`src/rtl/imem_ctrl_pkg.sv`:
```
// Shared types and constants for the instruction-memory load controller.
package imem_ctrl_pkg;
  localparam int          DW_DEF    = 32;
  localparam logic [31:0] NOP_INSTR = 32'h0;

  typedef enum logic [1:0] {
    ST_CLEAR = 2'd0,
    ST_LOAD  = 2'd1,
    ST_RUN   = 2'd2
  } state_e;
endpackage

```
`src/rtl/imem_word_counter.sv`:
```
// Word counter for the loader: synchronous clear, increment that saturates at MAX.
module imem_word_counter #(
  parameter int MAX = 1024,
  parameter int W   = 11
) (
  input  logic         clk,
  input  logic         rst,
  input  logic         clr,
  input  logic         inc,
  output logic [W-1:0] count,
  output logic         at_max
);
  logic [W-1:0] count_q;

  assign count  = count_q;
  assign at_max = (count_q == W'(MAX));

  always_ff @(posedge clk) begin
    if (rst || clr)          count_q <= '0;
    else if (inc && !at_max) count_q <= count_q + 1'b1;
  end
endmodule

```
`src/rtl/imem_load_ctrl.sv`:
```
// Instruction-memory sequencer: optional zero-fill, program load, then gated fetch.
// Define IMEM_CLEAR_EN to zero the whole memory after every reset.
module imem_load_ctrl
  import imem_ctrl_pkg::*;
#(
  parameter int DEPTH = 1024,
  parameter int AW    = $clog2(DEPTH),
  parameter int DW    = DW_DEF
) (
  input  logic          clk,
  input  logic          rst,
  input  logic          ld_valid,
  input  logic [DW-1:0] ld_data,
  input  logic          ld_last,
  output logic          ld_ready,
  input  logic          reload,
  input  logic [31:0]   fetch_addr,
  output logic [DW-1:0] fetch_instr,
  output logic          fetch_stall,
  output logic          fetch_fault,
  output logic          mem_we,
  output logic [AW-1:0] mem_waddr,
  output logic [DW-1:0] mem_wdata,
  output logic [AW-1:0] mem_raddr,
  input  logic [DW-1:0] mem_rdata,
  output logic [AW:0]   prog_len,
  output logic          ld_overflow
);
`ifdef IMEM_CLEAR_EN
  localparam state_e RST_ST = ST_CLEAR;
`else
  localparam state_e RST_ST = ST_LOAD;
`endif

  state_e        state_q, state_d;
  logic [AW:0]   prog_len_q, prog_len_d;
  logic          ovf_q, ovf_d;
  logic [AW:0]   wcnt;
  logic          wcnt_max, cnt_clr, cnt_inc;

  imem_word_counter #(.MAX(DEPTH), .W(AW+1)) u_wcnt (
    .clk    (clk),
    .rst    (rst),
    .clr    (cnt_clr),
    .inc    (cnt_inc),
    .count  (wcnt),
    .at_max (wcnt_max)
  );

  // Outputs are qualified by rst so the reset cycle itself shows idle values.
  always_comb begin
    state_d    = state_q;
    prog_len_d = prog_len_q;
    ovf_d      = ovf_q;
    cnt_clr    = 1'b0;
    cnt_inc    = 1'b0;
    ld_ready   = 1'b0;
    mem_we     = 1'b0;
    mem_waddr  = wcnt[AW-1:0];
    mem_wdata  = DW'(NOP_INSTR);
    if (!rst) begin
      case (state_q)
`ifdef IMEM_CLEAR_EN
        ST_CLEAR: begin
          mem_we  = 1'b1;
          cnt_inc = 1'b1;
          if (wcnt == (AW+1)'(DEPTH-1)) begin
            cnt_clr = 1'b1;
            state_d = ST_LOAD;
          end
        end
`endif
        ST_LOAD: begin
          ld_ready = 1'b1;
          if (ld_valid) begin
            if (!wcnt_max) begin
              mem_we    = 1'b1;
              mem_wdata = ld_data;
              cnt_inc   = 1'b1;
            end else begin
              ovf_d = 1'b1;
            end
            if (ld_last) begin
              prog_len_d = wcnt_max ? (AW+1)'(DEPTH) : wcnt + 1'b1;
              state_d    = ST_RUN;
            end
          end
        end
        ST_RUN: begin
          if (reload) begin
            state_d = ST_LOAD;
            cnt_clr = 1'b1;
            ovf_d   = 1'b0;
          end
        end
        default: state_d = RST_ST;
      endcase
    end
  end

  always_ff @(posedge clk) begin
    if (rst) begin
      state_q    <= RST_ST;
      prog_len_q <= '0;
      ovf_q      <= 1'b0;
    end else begin
      state_q    <= state_d;
      prog_len_q <= prog_len_d;
      ovf_q      <= ovf_d;
    end
  end

  logic        run, fault_c;
  logic [29:0] fword;

  // Word-index compare against prog_len also rejects any nonzero upper address bits.
  assign run     = (state_q == ST_RUN) && !rst;
  assign fword   = fetch_addr[31:2];
  assign fault_c = (fetch_addr[1:0] != 2'b00) || (fword >= 30'(prog_len_q));

  assign fetch_stall = !run;
  assign fetch_fault = run && fault_c;
  assign fetch_instr = (run && !fault_c) ? mem_rdata : DW'(NOP_INSTR);
  assign mem_raddr   = run ? fetch_addr[AW+1:2] : '0;
  assign prog_len    = prog_len_q;
  assign ld_overflow = ovf_q;
endmodule
```
`config.mk`:
```
export PLATFORM = sky130hd
export DESIGN_NAME = imem_load_ctrl
export DESIGN_NICKNAME = d
export VERILOG_FILES = /design/src/rtl/imem_ctrl_pkg.sv /design/src/rtl/imem_word_counter.sv /design/src/rtl/imem_load_ctrl.sv
export SDC_FILE = /design/constraint.sdc
export NUM_CORES = 1
export LEC_CHECK = 0
export ABC_AREA = 0
export CAP_MARGIN = 30
export CORE_MARGIN = 3
export CORE_UTILIZATION = 28
export DETAILED_ROUTE_END_ITERATION = 7
export PLACE_DENSITY = 0.78
export SYNTH_ARGS = -nofsm -noshare
export SYNTH_HDL_FRONTEND = slang
export SYNTH_HIERARCHICAL = 1
export SYNTH_SLANG_ARGS = --single-unit
```
`constraint.sdc`:
```
create_clock -name clk -period 2.8 [get_ports clk]
set_input_delay 0.56 -clock clk [delete_from_list [all_inputs] [get_ports clk]]
set_output_delay 0.56 -clock clk [all_outputs]
set_load 0.05 [all_outputs]
```
# Word-level counts from Yosys, hierarchy flattened
# Index checks and enable logic that the tools add are counted.
[op_classes] addsub=1 div=0 bitwise=0 n_mul=0 n_eq_ne=7 n_mux=24 magnitude_cmp=1 reduce_logical=15 n_shift=0
[ops] op="two-way mux 32 bit" n=5
[ops] op=">= comparator 30 x 11 -> 1 bit" n=1
[ops] op="two-way mux 1 bit" n=12
[ops] op="adder 11 x 1 -> 11 bit (second input constant)" n=1
[ops] op="== test 11 bit (second input constant)" n=1
[ops] op="two-way mux 11 bit" n=1
[ops] op="two-way mux 10 bit" n=1
[ops] op="two-way mux 2 bit" n=3
[ops] op="!= test 2 bit (second input constant)" n=3
[ops] op="AND reduction 3 bit" n=2
[ops] op="logical AND 1 bit" n=4
[ops] op="zero test 1 bit" n=4
[ops] op="case mux 2 bit (2 select lines)" n=1
[ops] op="AND reduction 4 bit" n=1
[ops] op="nonzero test 2 bit" n=2
[ops] op="== test 2 x 1 -> 1 bit (second input constant)" n=1
[ops] op="== test 2 bit (second input constant)" n=1
[ops] op="logical OR 1 bit" n=2
[ops] op="!= test 2 x 1 -> 1 bit (second input constant)" n=1
[ops] op="case mux 1 bit (2 select lines)" n=1
[word_totals] inputBits=101 latchBits=0 mem_bits_ro=0 memories=0 reg_bits=25 out_inout_bits=100 mem_bits_rw=0 elab_cells=52

# Depth between registers and ports, before layout
# Gate-level depths: netlist of the first run.
[logic_depth] depth_word=6 ltp_mapped=11 ltp_nobuf=8

# Modules after synthesis
# Netlist of the first run, hierarchy kept.
[by_module_without_submodules] module="imem_load_ctrl" area_each_um2=1550.2 n_inst=1 seq_area_each_um2=280.3 cells_each=215
[by_module_without_submodules] module="imem_word_counter" area_each_um2=611.8 n_inst=1 seq_area_each_um2=220.2 cells_each=71

# Least setup slack after synthesis of the first run
# No wires, ideal clock.
[synth_path] path_kind="register to register" start="register u_wcnt.count_q[0] (netlist: u_wcnt/count[0])" end="register u_wcnt.count_q[9] (netlist: u_wcnt/count[9])" path_stages_with_launch=12 slack_ns=-0.850 n_path_buf=3 t_arrival_ns=3.580 synth_period_minus_slack_ns=3.650 setup_time_ns=0.070 path_cell_list="dfxtp_1 -> inv_1 -> ha_1 -> or2b_2 -> nor3_1 -> clkbuf_1 -> nor4b_2 -> clkbuf_1 -> buf_6 -> nand4_1 -> or4_1 -> a21oi_1"
[synth_between] elab_chain_len=6 word_cells_on_any_way=8
[synth_lines] item="start, declared" line_no="imem_word_counter.sv:13" text="logic [W-1:0] count_q;"
[synth_lines] item="start signal, assigned" line_no="imem_word_counter.sv:20" text="else if (inc && !at_max) count_q <= count_q + 1'b1;"
[synth_lines] item="== test 11 bit" line_no="imem_word_counter.sv:16" text="assign at_max = (count_q == W'(MAX));"
[synth_lines] item="net wcnt_max" line_no="imem_load_ctrl.sv:39" text="logic wcnt_max, cnt_clr, cnt_inc;"
[synth_lines] item="two-way mux 1 bit (4 in series)"
[synth_lines] item="net mem_we" line_no="imem_load_ctrl.sv:21" text="output logic mem_we,"
[synth_lines] item="logical AND 1 bit" line_no="imem_word_counter.sv:20"
# The timed path passes the listed nets, and every way through them passes these cells.
# A chain may end at the register's enable or synchronous reset.

# Worst setup path after layout of the first run
[layout_path] start="input fetch_addr[25]" end="output fetch_instr[5]"
[layout_between] elab_chain_len=5
[layout_lines] item="start, declared" line_no="imem_load_ctrl.sv:17" text="input logic [31:0] fetch_addr,"
[layout_lines] item=">= comparator 30 x 11 -> 1 bit" line_no="imem_load_ctrl.sv:119" text="assign fault_c = (fetch_addr[1:0] != 2'b00) || (fword >= 30'(prog_len_q));"
[layout_lines] item="logical OR 1 bit" line_no="imem_load_ctrl.sv:119"
[layout_lines] item="zero test 1 bit" line_no="imem_load_ctrl.sv:123" text="assign fetch_instr = (run && !fault_c) ? mem_rdata : DW'(NOP_INSTR);"
[layout_lines] item="logical AND 1 bit" line_no="imem_load_ctrl.sv:123"
[layout_lines] item="two-way mux 32 bit" line_no="imem_load_ctrl.sv:123"
[layout_lines] item="end, declared" line_no="imem_load_ctrl.sv:18" text="output logic [DW-1:0] fetch_instr,"
# Every way passes these cells.

==> reports/metrics.yaml, run 1 <==
status: "finished with violations"
violations: "negative setup slack"
r2r-start: "u_wcnt/count[0]$_SDFFE_PP0P_"
path_buf_inv: 5
synth_cells: 286
hold_depth: 2
grt_pass1_wl_um: 17000
synth-seq-cells: 25
drt_pass1_iterations: 4
ys.flop_type: "dfxtp_1"
ioPinCount: 201
slew_viol_final: 0
clock_path_buffers: 2
crit_type: "in2out"
cts_max_level: 1
gp_congestion: 0.902
synth_area_leaders: "dfxtp_1 23%, and2_1 12%, and3_1 9.3%"
drv_cap: 0
timing.rr.end: "u_wcnt/count[8]$_SDFFE_PP0P_"
drt-initial-drc-count: 108
vias_per_cell: 5.12
clk_latency_ns: 0.28
grt_overflow_total: 0
io_buffer_count: 200
power-per-cell-area_nw_per_um2: 189
synth_nets: 401
cp_top_family: "buffers and inverters"
yosysMostFrequentCell: "and2_1"
synth_cell_types: 43
finalWorstSetupSlack_ns: -0.187
row_count: 31
cp_common_cell: "buf_6"
setup_viol: 33
fp.dieW_um: 93.9
hold_violations: 0
final_nets: 628
cts_buffers: 3
dp.cells: 582
p_leak_nw: 2.27
vias: 3142
r2r_slack_ns: 0.32
final_util: 0.788
tightest_slew_ns: 0.553
fill_cells: 426
fin_crit_sh: 1.07
slew_headroom: 0.630
dieArea_sq_um: 8810
critPathLaunch: "fetch_addr[25]"
ys_seq_area_frac: 0.231
min_path_type: "reg2reg"
grt_pass1_vias: 3181
finClkSkew_ns: 0.00726
antenna_found_initial: 3
drive_gt1_frac: 0.461
ys_async_sr_fraction: 0
max_freq_mhz: 335
synth.avg_cell_area_sq_um: 7.56
fp.coreArea_sq_um: 7370
netlist_area_sq_um: 2160
dp_hpwl_um: 8210
setup.worst_path.end: "fetch_instr[5]"
instances_no_fill: 614
grt_max_degree: 44
max-vdd-ir-drop_mv: 0.151
reg2reg_depth: 12
crit_chain: "clkdlybuf4s50_1, nor4_4, nand3_2, a211oi_4, buf_6, buf_6, buf_6, and3_4, buf_12"
die_h_um: 93.9
antenna_left: 0
synth_top_area_frac: 0.231
crit_fanout: 5
clk_pin_slew_ns: 0.08
worst_setup_path_end_kind: "primary output"
cts_tree: "built"
max_stage_delay_ns: 0.47
grt_usage: 0.243
area_growth_pct: 169
wl_um: 12100
cp_data_arrival_time_ns: 2.43
synth_commonest_cells: "42 x and2_1, 32 x and3_1, 25 x dfxtp_1"
rsz0062_at_grt: "true"
pre_cts_slack_ns: -0.439
required_ns: 2.24
wire_per_inst_um: 19.6
clockRootBuffer: "clkbuf_8"
cts_hold_buf: 0
route.detailed.drc: 0
path_depth: 9
start_util: 0.293
synth_edf_count: 0
yosysWarnings: 6
cts.sinks: 25
synth_area_leader_cell: "dfxtp_1"
min_period_ns: 2.99
crit_path_start_kind: "input port"
slowest_stage: "clkdlybuf4s50_1"
==> logic make-up after synthesis <==
family	Yosys count	share of synthesized area
buffers and inverters	33	0.0712
AO/OA/AOI/OAI	40	0.127
XOR/XNOR	11	0.0446
flip-flops	25	0.231
AND/OR/NAND/NOR	163	0.445
adder cells (fa/ha/maj)	14	0.0810
==> sequential cells by signal, summed over array words and instances, names as in the netlist <==
register and flops:
ld_overflow 1, prog_len 11, state_q 2, u_wcnt/count 11
==> routing by layer <==
layer  routed length [um]  track usage  share of wire  vias to the layer above
met5                    0            0              0                        -
met4                  434       0.0975          0.036                        0
met3                  943       0.0649          0.078                       33
met2                 6740        0.466           0.56                      163
met1                 3940        0.246           0.33                     1470
li1                     -            -              -                     1476
==> what timing repair did <==
action | 4_1_cts | 5_1_grt
cloned | 3 | 3
buffers inserted | 11 | 13
pin swaps | 44 | 8
setup endpoints to repair | 65 | 65
gates resized for setup | 95 | 60
==> how the worst min path moves through the flow <==
stage	startpoint	endpoint	slack [ns]
floorplan	state_q[0]$_SDFFE_PP1P_	ld_overflow$_SDFFE_PP0P_	0.52
global placement	prog_len[7]$_SDFFE_PP0P_	prog_len[7]$_SDFFE_PP0P_	0.48
detailed placement	prog_len[7]$_SDFFE_PP0P_	prog_len[7]$_SDFFE_PP0P_	0.49
CTS	prog_len[7]$_SDFFE_PP0P_	prog_len[7]$_SDFFE_PP0P_	0.50
global route	prog_len[7]$_SDFFE_PP0P_	prog_len[7]$_SDFFE_PP0P_	0.52
finish	prog_len[7]$_SDFFE_PP0P_	prog_len[7]$_SDFFE_PP0P_	0.49
==> area by class of cell <==
type	instances	area [sq um]	share of cell area
antenna	3	7.51	0.00129
tap	99	124	0.0213
sequential	25	536	0.0922
timing repair buffer	237	3110	0.535
inverter	18	67.6	0.0116
clock buffer	4	45.0	0.00776
multi-input combinational	228	1920	0.331
==> power breakdown <==
group          switching (W)  leakage [nW]  internal (W)
Clock               0.000118        0.0228      0.000102
Sequential        0.00000407         0.211      0.000356
Combinational       0.000231          2.03      0.000286
Total               0.000354          2.27      0.000744
==> cell usage in the layout, fill, tap and decap left out, drive strengths merged, types with 5 or more instances in the layout <==
master         Yosys  layout
buf                4     117
clkdlybuf4s50      0      94
and2              42      42
and3              32      32
dfxtp             25      25
dlygate4sd2        0      22
nor2              21      21
inv               18      18
a21oi             14      14
ha                14      14
nand3             13      13
nor3              10      10
nand2              9       9
nand4              7       7
xor2               7       7
o21ai              7       7
a22oi              6       6
clkbuf            11       6
or3                5       5
or4                5       5
nor4               5       5
==> worst register-to-register path: stages, from the launching register on <==
cell	delay [ns]
dfxtp_4	0.35
inv_1	0.04
ha_1	0.17
or2b_4	0.23
nor3_4	0.05
buf_6	0.12
nor4b_4	0.25
buf_6	0.17
buf_4	0.12
buf_6	0.12
nand3_1	0.14
or4_1	0.51
a21oi_1	0.15
==> through the flow <==
step           total power (W)  area (sq um)  hold WS (ns)  TNS, ns
2_1_floorplan         0.000551          2240         0.521  -0.0691
3_3_place_gp          0.000823          5170         0.482   -13.02
3_5_place_dp          0.000832          5170         0.486   -13.80
4_1_cts                0.00105          5580         0.498    -2.66
5_1_grt                0.00114          5810         0.516    -7.81
6_report               0.00110          5810         0.493    -4.32
No activity file was read; power rests on OpenSTA's default activity.
==> inputs of run 2 (changes only) <==
Settings changed: PLACE_DENSITY 0.78 to 0.88, RECOVER_POWER set to 50.
==> run 2 against run 1 <==
Effect of this change: the flow still finishes with violations (negative setup slack); total power up 1.2%; final cell count rose by 0.65%; wire length is 4.2% higher; critical path type unchanged; largest cell class unchanged; critical path depth grew 2; clock-buffer cell count shrank 1.
==> reports/metrics.yaml, run 2 (synthesis results as in run 1) <==
final_util: 0.809  # was 0.788
antenna_left: 0  # unchanged
multi_input_area_sq_um: 1960  # was 1920 sq um
fin_crit_sh: 1.06  # was 1.07
clk_latency_ns: 0.26  # was 0.28 ns
area_growth_pct: 176  # was 169%
route.detailed.drc: 0  # unchanged
start_util: 0.293  # unchanged
max-vdd-ir-drop_mv: 0.166  # was 0.151 mV
drive_gt1_frac: 0.465  # was 0.461
clk_pin_slew_ns: 0.09  # was 0.08 ns
dieArea_sq_um: 8810  # unchanged
wire_per_inst_um: 20.3  # was 19.6 um
finClkSkew_ns: 0.00246  # was 0.00726 ns
total_power_w: 0.00111  # was 0.00110 W
final_nets: 634  # was 628
cts.sinks: 25  # unchanged
cp_data_arrival_time_ns: 2.41  # was 2.43 ns
vias_per_cell: 5.21  # was 5.12
fp.coreArea_sq_um: 7370  # unchanged
status: "finished with violations"  # unchanged
crit_chain: "buf_8, ha_4, a211o_1, a21oi_2, o21ai_2, a211oi_4, buf_6, buf_12, buf_12, and3_4, buf_12"  # was clkdlybuf4s50_1, nor4_4, nand3_2, a211oi_4, buf_6, buf_6, buf_6, and3_4, buf_12
cp_common_cell: "buf_12"  # was buf_6
grt_overflow_total: 0  # unchanged
final_cell_area_sq_um: 5960  # was 5810 sq um
crit_type: "in2out"  # unchanged
vias: 3218  # was 3142
rsz0062_at_grt: "true"  # unchanged
fp.dieW_um: 93.9  # unchanged
ioPinCount: 201  # unchanged
mostFrequentLayoutCells: "91 x clkdlybuf4s50_1, 80 x buf_12, 32 x and3_4, 26 x and2_4, 25 x buf_4"  # was 94 x clkdlybuf4s50_1, 80 x buf_12, 32 x and2_4, 32 x and3_4, 26 x buf_4
die_h_um: 93.9  # unchanged
slew_headroom: 0.592  # was 0.630
tightest_slew_ns: 0.615  # was 0.553 ns
finalSetupTns_ns: -3.67  # was -4.32 ns
reg2reg_depth: 11  # was 12
grt_pass1_vias: 3345  # was 3181
cts_buffers: 3  # unchanged
min_path_type: "reg2reg"  # unchanged
grt_max_degree: 43  # was 44
p_leak_nw: 2.34  # was 2.27 nW
dp_hpwl_um: 8330  # was 8210 um
max_freq_mhz: 336  # was 335 MHz
slowest_stage: "a211o_1"  # was clkdlybuf4s50_1
place_area_sq_um: 5170  # about the same
cts_hold_buf: 0  # unchanged
gp_congestion: 0.858  # was 0.902
slew_viol_final: 0  # unchanged
min_period_ns: 2.97  # was 2.99 ns
final_common_cell: "clkdlybuf4s50_1"  # unchanged
finalWorstSetupSlack_ns: -0.172  # was -0.187 ns
violations: "negative setup slack"  # unchanged
drv_cap: 0  # unchanged
power-per-cell-area_nw_per_um2: 186  # was 189 nW/um^2
drt_pass1_iterations: 4  # unchanged
required_ns: 2.24  # about the same
setup_viol: 37  # was 33
seqCellArea_sq_um: 529  # was 536 sq um
max_stage_delay_ns: 0.31  # was 0.47 ns
drt-initial-drc-count: 214  # was 108
crit_path_start_kind: "input port"  # unchanged
grt_pass1_wl_um: 18000  # was 17000 um
io_buffer_count: 200  # unchanged
fill_cells: 402  # was 426
cts_tree: "built"  # unchanged
cp_top_family: "compound AO/OA/AOI/OAI gates"  # was buffers and inverters
clock_path_buffers: 2  # unchanged
worst_setup_path_end_kind: "primary output"  # unchanged
antenna_found_initial: 1  # was 3
path_buf_inv: 5  # unchanged
wl_um: 12600  # was 12100 um
clockRootBuffer: "clkbuf_8"  # unchanged
row_count: 31  # unchanged
hold_depth: 2  # unchanged
cts_max_level: 1  # unchanged
crit_fanout: 5  # unchanged
path_depth: 11  # was 9
hold_violations: 0  # unchanged
grt_usage: 0.258  # was 0.243
[run 2: cell count changes in the layout (fill, tap and decap cells not counted), moves of 2 or more]
cell             delta
diode_2             -2
and2_4              -6
and2_2              +5
dfxtp_2             +4
inv_2               +2
ha_4                +4
inv_1               -2
a21oi_2             -2
dfxtp_4             -3
buf_16              +3
ha_2                -2
clkdlybuf4s50_1     -3
ha_1                -2
[run 2: per-layer routing]
metal | vias to the layer above | GRT usage | wire (um)
li1 | 1486 | - | -
met3 | 28 | 0.0481 | 920
met5 | - | 0 | 0
met1 | 1521 | 0.256 | 4350
met2 | 183 | 0.521 | 6980
met4 | 0 | 0.0927 | 330
[run 2: final cells by class]
class / count / area share
Timing Repair Buffer: 243 / 0.541
Multi-Input combinational cell: 228 / 0.329
Sequential cell: 25 / 0.0888
Tap cell: 99 / 0.0208
Inverter: 18 / 0.0113
Clock buffer: 3 / 0.00693
Clock inverter: 1 / 0.000840
Antenna cell: 1 / 0.000420
[run 2: metrics by stage]
stage	hold WS, ns	setup WS (ns)	instances
final	0.505	-0.172	618
after floorplan	0.521	-0.0691	286
after detailed placement	0.487	-0.451	581
after CTS	0.502	-0.138	607
after global routing	0.542	-0.193	618
after global placement	0.481	-0.395	581
[run 2: worst paths after layout]
kind	from	end	slack, ns
hold reg to reg	prog_len[7]$_SDFFE_PP0P_	prog_len[7]$_SDFFE_PP0P_	0.50
setup / recovery	fetch_addr[5]	fetch_instr[9]	-0.17
setup reg to reg	u_wcnt/count[1]$_SDFFE_PP0P_	u_wcnt/count[8]$_SDFFE_PP0P_	0.23
hold / removal	prog_len[7]$_SDFFE_PP0P_	prog_len[7]$_SDFFE_PP0P_	0.50
[run 2: worst register-to-register path, stage by stage, from the launching register on]
cell	delay [ns]
dfxtp_4	0.35
inv_2	0.04
ha_4	0.15
or2b_4	0.23
nor3_4	0.06
nor4b_4	0.42
buf_4	0.20
buf_4	0.10
buf_6	0.12
nand3_1	0.14
or4_1	0.50
a21oi_1	0.16
[run 2: timing repair]
action                     CTS  global route
gates resized for setup    103            53
buffers inserted            16            11
gates cloned                 7             3
setup endpoints to repair   65            65
pin swaps                   44            15
[run 2: power by group]
| group | switching (W) | internal (W) |
|---|---|---|
| Combinational | 0.000242 | 0.000293 |
| Sequential | 0.00000484 | 0.000359 |
| Clock | 0.000112 | 0.0000994 |
| Total | 0.000359 | 0.000752 |
==> inputs of run 3 (changes only) <==
Settings changed: CAP_MARGIN 30 to not set, GPL_TIMING_DRIVEN set to 0.
==> run 3 against run 2 <==
Effect of this change: the run still ends with negative setup slack left; final cell count is 0.65% lower; sequential share of layout area grew 1.5 points; fmax increased by 2.9%; setup slack better by 0.083 ns; clock skew grew 0.0030 ns; via count down 4.1%; sequential power about the same; wire length down 14%; clock power about the same; cell area is 13% lower; hold slack got worse by 0.027 ns.
==> reports/metrics.yaml, run 3 (synthesis results as in run 1) <==
cts_tree: "built"  # unchanged
r2r-start: "u_wcnt/count[0]$_SDFFE_PP0P_"  # was u_wcnt/count[1]$_SDFFE_PP0P_
grt_max_degree: 15  # was 43
dp_hpwl_um: 7460  # was 8330 um
tightest_slew_ns: 0.547  # was 0.615 ns
path_depth: 8  # was 11
cts_max_level: 1  # unchanged
final_cell_area_sq_um: 5160  # was 5960 sq um
die_h_um: 93.9  # unchanged
wl_um: 10800  # was 12600 um
hold_violations: 0  # unchanged
crit_path_start_kind: "register"  # was input port
cp_data_arrival_time_ns: 2.33  # was 2.41 ns
drv_cap: 0  # unchanged
wire_per_inst_um: 17.6  # was 20.3 um
r2r_slack_ns: 0.07  # was 0.23 ns
grt_pass1_vias: 3309  # was 3345
fp.dieW_um: 93.9  # unchanged
final_common_cell: "clkdlybuf4s50_1"  # unchanged
cts_buffers: 3  # unchanged
cp_top_family: "simple AND/OR/NAND/NOR gates"  # was compound AO/OA/AOI/OAI gates
gp_congestion: 0.862  # was 0.858
clk_pin_slew_ns: 0.09  # about the same
cts.sinks: 25  # unchanged
route.detailed.drc: 0  # unchanged
num_antenna_cells: 0  # was 1
place_area_sq_um: 4370  # was 5170 sq um
max-vdd-ir-drop_mv: 0.166  # about the same
status: "finished with violations"  # unchanged
setup.worst_path.end: "mem_wdata[22]"  # was fetch_instr[9]
max_freq_mhz: 346  # was 336 MHz
start_util: 0.293  # unchanged
ioPinCount: 201  # unchanged
cp_common_cell: "buf_6"  # was buf_12
drive_gt1_frac: 0.437  # was 0.465
slowest_stage: "or4_4"  # was a211o_1
clockPowerShare: 0.210  # was 0.191
drt-initial-drc-count: 103  # was 214
fin_crit_sh: 1.03  # was 1.06
path_buf_inv: 4  # was 5
pwr-share-seq: 0.354  # was 0.328
drt_pass1_iterations: 6  # was 4
p_int_w: 0.000685  # was 0.000752 W
row_count: 31  # unchanged
finalWorstSetupSlack_ns: -0.0894  # was -0.172 ns
max_stage_delay_ns: 0.56  # was 0.31 ns
clk_latency_ns: 0.27  # was 0.26 ns
reg2reg_depth: 12  # was 11
final_nets: 631  # was 634
crit_chain: "or4_4, nor3_4, clkbuf_1, nor4b_4, buf_6, clkbuf_8, and2_2, buf_6"  # was buf_8, ha_4, a211o_1, a21oi_2, o21ai_2, a211oi_4, buf_6, buf_12, buf_12, and3_4, buf_12
slew_headroom: 0.634  # was 0.592
crit_fanout: 11  # was 5
comb_power_share: 0.436  # was 0.482
fp.coreArea_sq_um: 7370  # unchanged
grt_overflow_total: 0  # unchanged
p_leak_nw: 2.12  # was 2.34 nW
vias: 3087  # was 3218
dieArea_sq_um: 8810  # unchanged
violations: "negative setup slack"  # unchanged
min_path_type: "reg2reg"  # unchanged
critPathLaunch: "u_wcnt/count[5]$_SDFFE_PP0P_"  # was fetch_addr[5]
timing.rr.end: "u_wcnt/count[9]$_SDFFE_PP0P_"  # was u_wcnt/count[8]$_SDFFE_PP0P_
grt_pass1_wl_um: 16300  # was 18000 um
antenna_found_initial: 0  # was 1
instances_no_fill: 614  # was 618
io_buffer_count: 200  # unchanged
mostFrequentLayoutCells: "77 x clkdlybuf4s50_1, 44 x buf_6, 28 x and3_4, 28 x buf_8, 24 x dlygate4sd2_1"  # was 91 x clkdlybuf4s50_1, 80 x buf_12, 32 x and3_4, 26 x and2_4, 25 x buf_4
grt_usage: 0.228  # was 0.258
p_sw_w: 0.000335  # was 0.000359 W
fill_cells: 524  # was 402
rsz0062_at_grt: "true"  # unchanged
finClkSkew_ns: 0.00550  # was 0.00246 ns
power-per-cell-area_nw_per_um2: 198  # was 186 nW/um^2
required_ns: 2.24  # about the same
setup_viol: 62  # was 37
dp.cells: 585  # was 581
clockRootBuffer: "clkbuf_8"  # unchanged
antenna_left: 0  # unchanged
p_sw_frac: 0.328  # was 0.323
min_period_ns: 2.89  # was 2.97 ns
vias_per_cell: 5.03  # was 5.21
slew_viol_final: 0  # unchanged
crit_type: "reg2out"  # was in2out
worst_setup_path_end_kind: "primary output"  # unchanged
area_growth_pct: 139  # was 176%
clock_path_buffers: 2  # unchanged
run 3: cell types whose count changed in the layout (fill, tap and decap cells not counted), moves of 6 or more:
cell             change
buf_12              -80
dlygate4sd3_1       +15
buf_6               +37
and2_4               -9
buf_8               +27
clkbuf_1             +6
clkdlybuf4s50_1     -14
clkdlybuf4s15_2     +15
run 3: metal layers:
| metal | global-route usage | vias to the layer above | part of all wire |
|---|---|---|---|
| li1 | - | 1478 | - |
| met1 | 0.223 | 1430 | 0.34 |
| met2 | 0.452 | 159 | 0.55 |
| met3 | 0.0553 | 20 | 0.084 |
| met4 | 0.0818 | 0 | 0.027 |
| met5 | 0 | - | 0 |
run 3: layout make-up:
cell class / count / area (sq um) / share of cell area
timing repair buffer: 225 / 2350 / 0.456
multi-input combinational: 228 / 1920 / 0.372
sequential: 25 / 536 / 0.104
tap: 99 / 124 / 0.0240
buffer: 15 / 113 / 0.0218
inverter: 18 / 67.6 / 0.0131
clock buffer: 3 / 41.3 / 0.00801
clock inverter: 1 / 5.00 / 0.000970
run 3: power groups by stage:
stage	combinational [W]	clock, W	sequential, W
after detailed placement	0.000386	0	0.000380
after CTS	0.000427	0.000215	0.000363
final	0.000444	0.000214	0.000361
after global routing	0.000468	0.000231	0.000363
after global placement	0.000380	0	0.000380
after floorplan	0.000157	0	0.000394
run 3: per-stage QoR:
step	hold WS [ns]	setup slack [ns]	utilization	setup TNS (ns)	power (W)
after floorplan	0.521	-0.0691	-	-0.0691	0.000551
after global placement	0.466	-1.17	0.593	-76.43	0.000759
after detailed placement	0.471	-1.19	0.593	-77.49	0.000766
after CTS	0.483	-0.0254	0.684	-0.319	0.00101
after global routing	0.527	-0.149	0.700	-7.34	0.00106
final	0.478	-0.0894	0.700	-3.22	0.00102
run 3: what timing repair did:
action | 4_1_cts | 5_1_grt
pin swaps | 48 | 11
cloned | 4 | 0
hold endpoints to repair | 0 | 0
gates resized for setup | 618 | 41
buffers inserted | 17 | 5
hold buffers | 0 | 0
endpoints found under the setup margin | 88 | 77
run 3: how the worst min path moves through the flow:
stage                             startpoint                        to  cells after the start
floorplan            state_q[0]$_SDFFE_PP1P_  ld_overflow$_SDFFE_PP0P_                      2
global placement    prog_len[7]$_SDFFE_PP0P_  prog_len[7]$_SDFFE_PP0P_                      2
detailed placement  prog_len[7]$_SDFFE_PP0P_  prog_len[7]$_SDFFE_PP0P_                      2
CTS                 prog_len[7]$_SDFFE_PP0P_  prog_len[7]$_SDFFE_PP0P_                      2
global route        prog_len[7]$_SDFFE_PP0P_  prog_len[7]$_SDFFE_PP0P_                      2
finish              prog_len[7]$_SDFFE_PP0P_  prog_len[7]$_SDFFE_PP0P_                      2
run 3: worst reg2reg max path: stages (launching register included):
cell,delay (ns)
dfxtp_4,0.35
inv_1,0.04
ha_1,0.17
or2b_4,0.23
nor3_4,0.05
clkbuf_1,0.14
nor4b_4,0.30
buf_6,0.16
clkbuf_8,0.15
buf_6,0.13
nand4_1,0.24
or4_1,0.55
a21oi_1,0.15
